==> src/rtl/button_irq_ctrl.sv <==
// button_irq_ctrl: debounces active-low buttons, records press events per channel
// and presents them to the CPU one at a time on a single interrupt line.
// Build option: define BTN_PRESS_COUNT_EN to add saturating per-channel press
// counters on output press_cnt.
module button_irq_ctrl #(
  parameter int N_BTN      = 4,
  parameter int DEB_CYCLES = 16
) (
  input  logic               clk,
  input  logic               reset,
  input  logic [N_BTN-1:0]   buttons,
  input  logic               irq_ack,
  output logic [N_BTN-1:0]   btn_state,
  output logic [N_BTN-1:0]   pending,
  output logic               irq,
  output logic [3:0]         irq_id
`ifdef BTN_PRESS_COUNT_EN
  ,
  output logic [N_BTN*8-1:0] press_cnt
`endif
);

  // Counter only has to reach DEB_CYCLES-1; the terminal sample toggles and clears.
  localparam int CW = $clog2(DEB_CYCLES);
  localparam logic [CW-1:0] CNT_LAST = CW'(DEB_CYCLES - 1);

  // state  | meaning
  // IDLE   | no request outstanding, waiting for a pending bit
  // ASSERT | irq high for channel irq_id, waiting for irq_ack
  // GAP    | one forced low cycle after an ack
  typedef enum logic [1:0] {
    IDLE   = 2'd0,
    ASSERT = 2'd1,
    GAP    = 2'd2
  } state_e;

  // The synchroniser stores the inverted (pressed = 1) level, so its reset
  // value of 0 means "released" and a button held through reset is seen as a
  // fresh press with the full synchroniser + debounce latency.
  logic [N_BTN-1:0]          sync1_q, sync2_q;
  logic [N_BTN-1:0]          btn_q, btn_d;
  logic [N_BTN-1:0]          pend_q, pend_d;
  logic [N_BTN-1:0]          rise;
  logic [N_BTN-1:0]          ack_vec;
  logic [N_BTN-1:0][CW-1:0]  cnt_q, cnt_d;
  logic                      ack_now;
  logic [3:0]                low_id;
  state_e                    state_q;
  logic                      irq_q;
  logic [3:0]                irq_id_q;

  assign ack_now = (state_q == ASSERT) && irq_ack;

  // Debounce: count consecutive samples that differ from the accepted level.
  always_comb begin
    btn_d = btn_q;
    cnt_d = cnt_q;
    rise  = '0;
    for (int i = 0; i < N_BTN; i++) begin
      if (sync2_q[i] != btn_q[i]) begin
        if (cnt_q[i] == CNT_LAST) begin
          btn_d[i] = ~btn_q[i];
          cnt_d[i] = '0;
          rise[i]  = ~btn_q[i];
        end else begin
          cnt_d[i] = cnt_q[i] + 1'b1;
        end
      end else begin
        cnt_d[i] = '0;
      end
    end
  end

  // Pending flags: ack clears the served channel, a new press wins over the clear.
  always_comb begin
    ack_vec = '0;
    for (int i = 0; i < N_BTN; i++) begin
      ack_vec[i] = ack_now && (irq_id_q == 4'(i));
    end
    pend_d = (pend_q & ~ack_vec) | rise;
  end

  // Lowest-index pending channel.
  always_comb begin
    low_id = '0;
    for (int i = N_BTN - 1; i >= 0; i--) begin
      if (pend_q[i]) low_id = 4'(i);
    end
  end

  // Synchroniser, debounce state and pending flags.
  always_ff @(posedge clk or negedge reset) begin
    if (!reset) begin
      sync1_q <= '0;
      sync2_q <= '0;
      btn_q   <= '0;
      cnt_q   <= '0;
      pend_q  <= '0;
    end else begin
      sync1_q <= ~buttons;
      sync2_q <= sync1_q;
      btn_q   <= btn_d;
      cnt_q   <= cnt_d;
      pend_q  <= pend_d;
    end
  end

  // Request FSM with registered irq/irq_id. GAP also makes the IDLE decision,
  // so back-to-back requests are separated by exactly one low cycle.
  always_ff @(posedge clk or negedge reset) begin
    if (!reset) begin
      state_q  <= IDLE;
      irq_q    <= 1'b0;
      irq_id_q <= '0;
    end else begin
      case (state_q)
        IDLE, GAP: begin
          if (|pend_q) begin
            irq_id_q <= low_id;
            irq_q    <= 1'b1;
            state_q  <= ASSERT;
          end else begin
            state_q  <= IDLE;
          end
        end
        ASSERT: begin
          if (irq_ack) begin
            irq_q   <= 1'b0;
            state_q <= GAP;
          end
        end
        default: begin
          irq_q   <= 1'b0;
          state_q <= IDLE;
        end
      endcase
    end
  end

  assign btn_state = btn_q;
  assign pending   = pend_q;
  assign irq       = irq_q;
  assign irq_id    = irq_id_q;

`ifdef BTN_PRESS_COUNT_EN
  logic [N_BTN-1:0][7:0] pcnt_q, pcnt_d;

  // Press counters: saturate at 255, restart from this edge's press on ack.
  always_comb begin
    pcnt_d = pcnt_q;
    for (int i = 0; i < N_BTN; i++) begin
      if (ack_vec[i]) begin
        pcnt_d[i] = {7'd0, rise[i]};
      end else if (rise[i] && (pcnt_q[i] != 8'hFF)) begin
        pcnt_d[i] = pcnt_q[i] + 8'd1;
      end
    end
  end

  // Press counter registers.
  always_ff @(posedge clk or negedge reset) begin
    if (!reset) pcnt_q <= '0;
    else        pcnt_q <= pcnt_d;
  end

  assign press_cnt = pcnt_q;
`endif

endmodule

==> config.mk <==
export PLATFORM = sky130hd
export DESIGN_NAME = button_irq_ctrl
export DESIGN_NICKNAME = d
export VERILOG_FILES = /design/src/rtl/button_irq_ctrl.sv
export SDC_FILE = /design/constraint.sdc
export NUM_CORES = 1
export LEC_CHECK = 0
export CAP_MARGIN = 0
export CORE_ASPECT_RATIO = 1.75
export CORE_UTILIZATION = 53
export CTS_CLUSTER_DIAMETER = 100
export DETAILED_ROUTE_END_ITERATION = 10
export PLACE_DENSITY = 0.77
export SLEW_MARGIN = 20
export SYNTH_ARGS = -nofsm -noshare
export SYNTH_HDL_FRONTEND = slang
export SYNTH_SLANG_ARGS = --single-unit
export TNS_END_PERCENT = 20
==> constraint.sdc <==
create_clock -name clk -period 1.61 [get_ports clk]
set_input_delay 0.2415 -clock clk [delete_from_list [all_inputs] [get_ports clk]]
set_output_delay 0.2415 -clock clk [all_outputs]
set_load 0.01 [all_outputs]
==> flow_metrics.env, run 1 <==
export IMPL_status="finished, final reports clean"
export IMPL_yosys_top_cells_area="dfrtp_1 (61%), xnor2_1 (4.6%), ha_1 (3.3%)"
export IMPL_clk_latency_ns=0.29
export IMPL_critPathTopFamily="buffers and inverters"
export IMPL_fin_crit_ns=1.52
export IMPL_critPathKind="reg -> out"
export IMPL_synth_top_cell_by_area="dfrtp_1"
export IMPL_max_stage_delay_ns=0.56
export IMPL_first_pass_iters=4
export IMPL_synth_edff_count=0
export IMPL_syn_to_final_growth_pct=17.8
export IMPL_rsz0062_at_grt="no"
export IMPL_rr_worst_depth=4
export IMPL_setup_violations=0
export IMPL_ys_ff_latch=37
export IMPL_vias=1012
export IMPL_dp_worst_setup_slack_ns=0.0870
export IMPL_p_leak_nw=0.829
export IMPL_dr_first_iter_drc_count=17
export IMPL_worst_setup_path_start_kind="register"
export IMPL_clkSinkCount=37
export IMPL_min_from="sync1_q[0]"
export IMPL_viasPerCell=5.69
export IMPL_globalplace_congestion=0.860
export IMPL_postSynthAreaPerCell_sq_um=12.0
export IMPL_timing_final_ws_setup_ns=0.0914
export IMPL_ys_async_sr_fraction_pct=100
export IMPL_fin_crit_sh_pct=94.3
export IMPL_max_freq_ghz=0.658
export IMPL_crit_buf_inv=1
export IMPL_yosysMostFrequentCell="dfrtp_1"
export IMPL_clock_path_buffers=2
export IMPL_cpMaxStageDelayCell="clkdlybuf4s50_1"
export IMPL_gr_total_overflow=0
export IMPL_diodes=0
export IMPL_hold_path_endpoint="sync2_q[0]"
export IMPL_timing_rr_start="cnt_q[8]"
export IMPL_cts_tree="yes"
export IMPL_peakVddDrop_mv=0.844
export IMPL_die_h_um=73.0
export IMPL_timing_rr_end="pending[2]"
export IMPL_ff_latch_area_sq_um=926
export IMPL_ys_warn_count=0
export IMPL_clk_pin_slew_ns=0.07
export IMPL_io_buffer_count=17
export IMPL_row_count=25
export IMPL_postCtsHoldBufs=0
export IMPL_crit_cells=1
export IMPL_timing_hold_violations_final=0
export IMPL_grt_pass1_wl_um=4480
export IMPL_holdWs_ns=0.355
export IMPL_core_area_sq_um=2720
export IMPL_wl_per_cell_um=14.8
export IMPL_cts_max_level=2
export IMPL_end_kind="primary output"
export IMPL_grt_pass1_vias=1074
export IMPL_drv_cap=0
export IMPL_yosysSeqAreaShare_pct=60.7
export IMPL_ant_nets=0
export IMPL_dieArea_sq_um=3110
export IMPL_io_pins=20
export IMPL_yosysUniqueCellTypes=27
export IMPL_cts_resized=0
export IMPL_antenna_found_initial=0
export IMPL_n_fill_cell=216
export IMPL_synthesis_area_sq_um=1530
export IMPL_grt_max_degree=38
export IMPL_drive_above_1_share_pct=8.61
export IMPL_hold_path_class="reg -> reg"
export IMPL_drc_errors=0
export IMPL_layout_nets=161
export IMPL_synth_top_area_share_pct=60.7
export IMPL_synthFlopType="dfrtp_1"
export IMPL_cts_root_buffer_cell="clkbuf_8"
export IMPL_post_cts_buffers=0
export IMPL_cp_max_fo=4
export IMPL_cts_buffers=5
export IMPL_powerDensity_nw_per_um2=1270
export IMPL_dp_hpwl_um=1880
export IMPL_r2r_slack_ns=0.27
export IMPL_crit_chain="clkdlybuf4s50_1"
export IMPL_maxSlewViolCount=0
export IMPL_tns_ns=0
export IMPL_syn_instance_count=127
export IMPL_initial_core_util_pct=56.1
export IMPL_clock_skew_ns=0.00476
export IMPL_routed_wl_um=2630
export IMPL_track_usage_pct=20.1
export IMPL_holdPathStages=0
export IMPL_crit_required_ns=1.37
export IMPL_die_w_um=42.6
export IMPL_arrival_ns=1.28
export IMPL_multi_input_area_sq_um=537
export IMPL_synth_common_cells="dfrtp_1 (37), inv_1 (11), o21ai_0 (10)"
[routing by layer]
metal	vias to the layer above	part of all wire [%]	global-route usage, %
met1	500	37	19.1
met4	0	3.6	11.5
met2	26	55	36.2
met5	-	0	0
met3	8	4.5	7.18
li1	478	-	-
[worst register-to-register path, stage by stage (launching register included)]
cell     delay (ns)
dfrtp_1        0.41
ha_1           0.28
nand3_1        0.14
nor3b_1        0.34
a21o_1         0.12
[power breakdown]
| group | total (W) | switching (W) | leakage, nW | internal (W) |
|---|---|---|---|---|
| combinational | 0.000463 | 0.000198 | 0.308 | 0.000265 |
| clock | 0.000604 | 0.000305 | 0.0450 | 0.000299 |
| sequential | 0.00121 | 0.000156 | 0.476 | 0.00105 |
[cell type report]
class / instances / share of cell area, %
clock buffer: 6 / 4.04
clock inverter: 2 / 0.557
tap: 27 / 1.88
timing repair buffer: 18 / 9.88
sequential: 37 / 51.5
multi-input combinational: 77 / 29.9
inverter: 11 / 2.30
[flip-flops by register name, summed over array words and instances (netlist names)]
register   count
sync2_q        4
state_q        2
irq            1
btn_state      4
cnt_q         16
irq_id         2
pending        4
sync1_q        4
[per-stage QoR]
| step | util (%) | area (sq um) | power [W] | std cells |
|---|---|---|---|---|
| 2_1_floorplan | - | 1530 | 0.00148 | 128 |
| 3_3_place_gp | 63.0 | 1720 | 0.00167 | 170 |
| 3_5_place_dp | 63.0 | 1720 | 0.00170 | 170 |
| 4_1_cts | 66.1 | 1800 | 0.00232 | 178 |
| 5_1_grt | 66.1 | 1800 | 0.00243 | 178 |
| 6_report | 66.1 | 1800 | 0.00228 | 178 |
[layout by cell type (no fill, tap or decap)]
cell type and count:
nand3b_4 1, dfrtp_1 37, inv_1 11, o2bb2ai_1 1
a31oi_1 1, clkbuf_8 5, clkbuf_1 1, nand2_1 1
ha_1 4, a21oi_1 8, a311oi_1 3, a21o_1 2
xnor2_1 8, o21ai_0 10, mux2_2 4, nand2b_1 3
clkinv_2 2, o22a_1 1, o21bai_1 1, o31ai_1 1
conb_1 2, clkdlybuf4s50_1 17, nor4_1 1, nand4b_1 4
or3_1 1, nor2b_1 5, nor2_1 8, nor3b_1 3
buf_4 1, nand3_1 4
[worst max-delay path by stage]
stage,startpoint,endpoint
2_1_floorplan,cnt_q[0],btn_state[0]
3_3_place_gp,irq_ack,pending[2]
3_5_place_dp,irq_ack,pending[2]
4_1_cts,irq_id[0],irq_id[0]
5_1_grt,pending[1],pending[1]
6_report,btn_state[0],btn_state[0]
[kinds of logic after synthesis]
group                    synth area share (%)
XOR/XNOR                                 4.59
adder cells (fa/ha/maj)                  3.28
multiplexers                             2.95
flip-flops                               60.7
AO/OA/AOI/OAI                            11.1
buffers and inverters                    4.43
other                                   0.246
AND/OR/NAND/NOR                          12.7
No activity file was read; power rests on OpenSTA's default activity.
==> inputs of run 2 (changes only) <==
- MAX_ROUTING_LAYER: not set -> met4
==> run 2 against run 1 <==
Compared with the run above: worst setup slack worse by 0.021 ns; maximum frequency is 1.4% lower; routed wire length down 3.0%; sequential power is essentially flat; critical endpoint is now pending[3].
==> flow_metrics.env, run 2 (synthesized netlist as in run 1, its figures left out) <==
export IMPL_clk_latency_ns=0.29
export IMPL_row_count=25
export IMPL_wl_per_cell_um=14.3
export IMPL_crit_start="pending[3]"
export IMPL_postCtsHoldBufs=0
export IMPL_final_cell_mix="dfrtp_1 (37), clkdlybuf4s50_1 (17), inv_1 (11)"
export IMPL_regMostFlops="cnt_q"
export IMPL_die_h_um=73.0
export IMPL_peakVddDrop_mv=0.951
export IMPL_end_kind="primary output"
export IMPL_p_leak_nw=0.852
export IMPL_ant_nets=0
export IMPL_hold_path_class="reg -> reg"
export IMPL_clk_pin_slew_ns=0.07
export IMPL_max_freq_ghz=0.649
export IMPL_timing_rr_end="pending[2]"
export IMPL_grt_pass1_vias=1028
export IMPL_switching_share_pct=25.9
export IMPL_min_from="sync1_q[3]"
export IMPL_p_sw_w=0.000674
export IMPL_grt_pass1_wl_um=4310
export IMPL_grt_max_degree=38
export IMPL_tns_ns=0
export IMPL_critPathTopFamily="buffers and inverters"
export IMPL_io_buffer_count=17
export IMPL_routed_wl_um=2550
export IMPL_clkSinkCount=37
export IMPL_layout_nets=161
export IMPL_powerDensity_nw_per_um2=1410
export IMPL_maxSlewViolCount=0
export IMPL_critPathKind="reg -> out"
export IMPL_dieArea_sq_um=3110
export IMPL_holdPathStages=0
export IMPL_arrival_ns=1.30
export IMPL_initial_core_util_pct=56.1
export IMPL_intPower_w=0.00193
export IMPL_first_pass_iters=2
export IMPL_dp_hpwl_um=1920
export IMPL_largest_reg_flops=16
export IMPL_p_seq_share_pct=46.4
export IMPL_layout_commonest_cell="dfrtp_1"
export IMPL_fin_crit_ns=1.54
export IMPL_cts_tree="yes"
export IMPL_die_w_um=42.6
export IMPL_crit_required_ns=1.37
export IMPL_max_stage_delay_ns=0.57
export IMPL_p_clk_share_pct=35.5
export IMPL_core_area_sq_um=2720
export IMPL_rr_worst_depth=3
export IMPL_cpMaxStageDelayCell="clkdlybuf4s50_1"
export IMPL_clock_path_buffers=2
export IMPL_track_usage_pct=20.1
export IMPL_io_pins=20
export IMPL_vias=989
export IMPL_drv_cap=0
export IMPL_dp_worst_setup_slack_ns=0.0722
export IMPL_dr_first_iter_drc_count=13
export IMPL_drive_above_1_share_pct=9.27
export IMPL_r2r_slack_ns=0.33
export IMPL_fin_crit_sh_pct=95.6
export IMPL_crit_chain="clkdlybuf4s50_1"
export IMPL_holdWs_ns=0.349
export IMPL_gr_total_overflow=0
export IMPL_cts_root_buffer_cell="clkbuf_8"
export IMPL_clock_skew_ns=0.00508
export IMPL_globalplace_congestion=0.884
export IMPL_cts_resized=0
export IMPL_timing_hold_violations_final=0
export IMPL_cp_max_fo=5
export IMPL_rsz0062_at_grt="no"
export IMPL_diodes=0
export IMPL_post_cts_buffers=0
export IMPL_timing_rr_start="state_q[0]"
export IMPL_combPwrFrac_pct=18.1
export IMPL_cts_max_level=2
export IMPL_worst_setup_path_start_kind="register"
export IMPL_timing_final_ws_setup_ns=0.0703
export IMPL_cts_buffers=5
export IMPL_status="finished, final reports clean"
export IMPL_crit_buf_inv=1
export IMPL_drc_errors=0
export IMPL_hold_path_endpoint="sync2_q[3]"
export IMPL_setup_violations=0
export IMPL_antenna_found_initial=0
export IMPL_viasPerCell=5.56
export IMPL_syn_to_final_growth_pct=21.1
## run 2: cell count changes in the layout (fill, tap and decap cells not counted)
cell / previous run / this run
bufinv_16: 0 / 2
clkbuf_1: 1 / 0
clkinv_2: 2 / 1
## run 2: worst max path at each step
stage,endpoint,slack (ns),cells past startpoint
floorplan,btn_state[0],0.43,3
global placement,pending[2],0.12,4
detailed placement,pending[2],0.07,4
CTS,pending[3],0.05,1
global route,pending[0],0.02,1
finish,pending[3],0.07,1
## run 2: routing by layer
layer  global-route usage [%]  wire [um]  vias up  share of wire (%)
li1                         -          -      479                  -
met1                     18.4        986      485                 39
met2                     34.7       1380       19                 54
met3                     6.93         94        6                3.7
met4                     12.5         85        0                3.3
met5                        -          0        -                  0
## run 2: per-stage QoR
step | std cells | power [W] | utilization, % | instance area, sq um
floorplan | 128 | 0.00148 | - | 1530
global route | 178 | 0.00276 | 68.0 | 1850
global placement | 170 | 0.00168 | 63.0 | 1720
finish | 178 | 0.00261 | 68.0 | 1850
detailed placement | 170 | 0.00170 | 63.0 | 1720
CTS | 178 | 0.00264 | 68.0 | 1850
## run 2: power groups by stage
stage	clock (W)	sequential, W	combinational (W)
4_1_cts	0.000955	0.00121	0.000480
2_1_floorplan	0	0.00120	0.000282
5_1_grt	0.000995	0.00123	0.000533
6_report	0.000926	0.00121	0.000470
3_5_place_dp	0	0.00123	0.000476
3_3_place_gp	0	0.00122	0.000458
## run 2: layout make-up
cell class	instances	area [sq um]
Clock buffer	5	68.8
Clock inverter	3	65.1
Fill cell	207	872
Inverter	11	41.3
Multi-Input combinational cell	77	537
Sequential cell	37	926
Tap cell	27	33.8
Timing Repair Buffer	18	178
==> inputs of run 3 (changes only) <==
- CTS_CLUSTER_DIAMETER: 100 -> 150
==> results of run 3 <==
The final DEF is identical to that of run 2; final timing and power are the same.
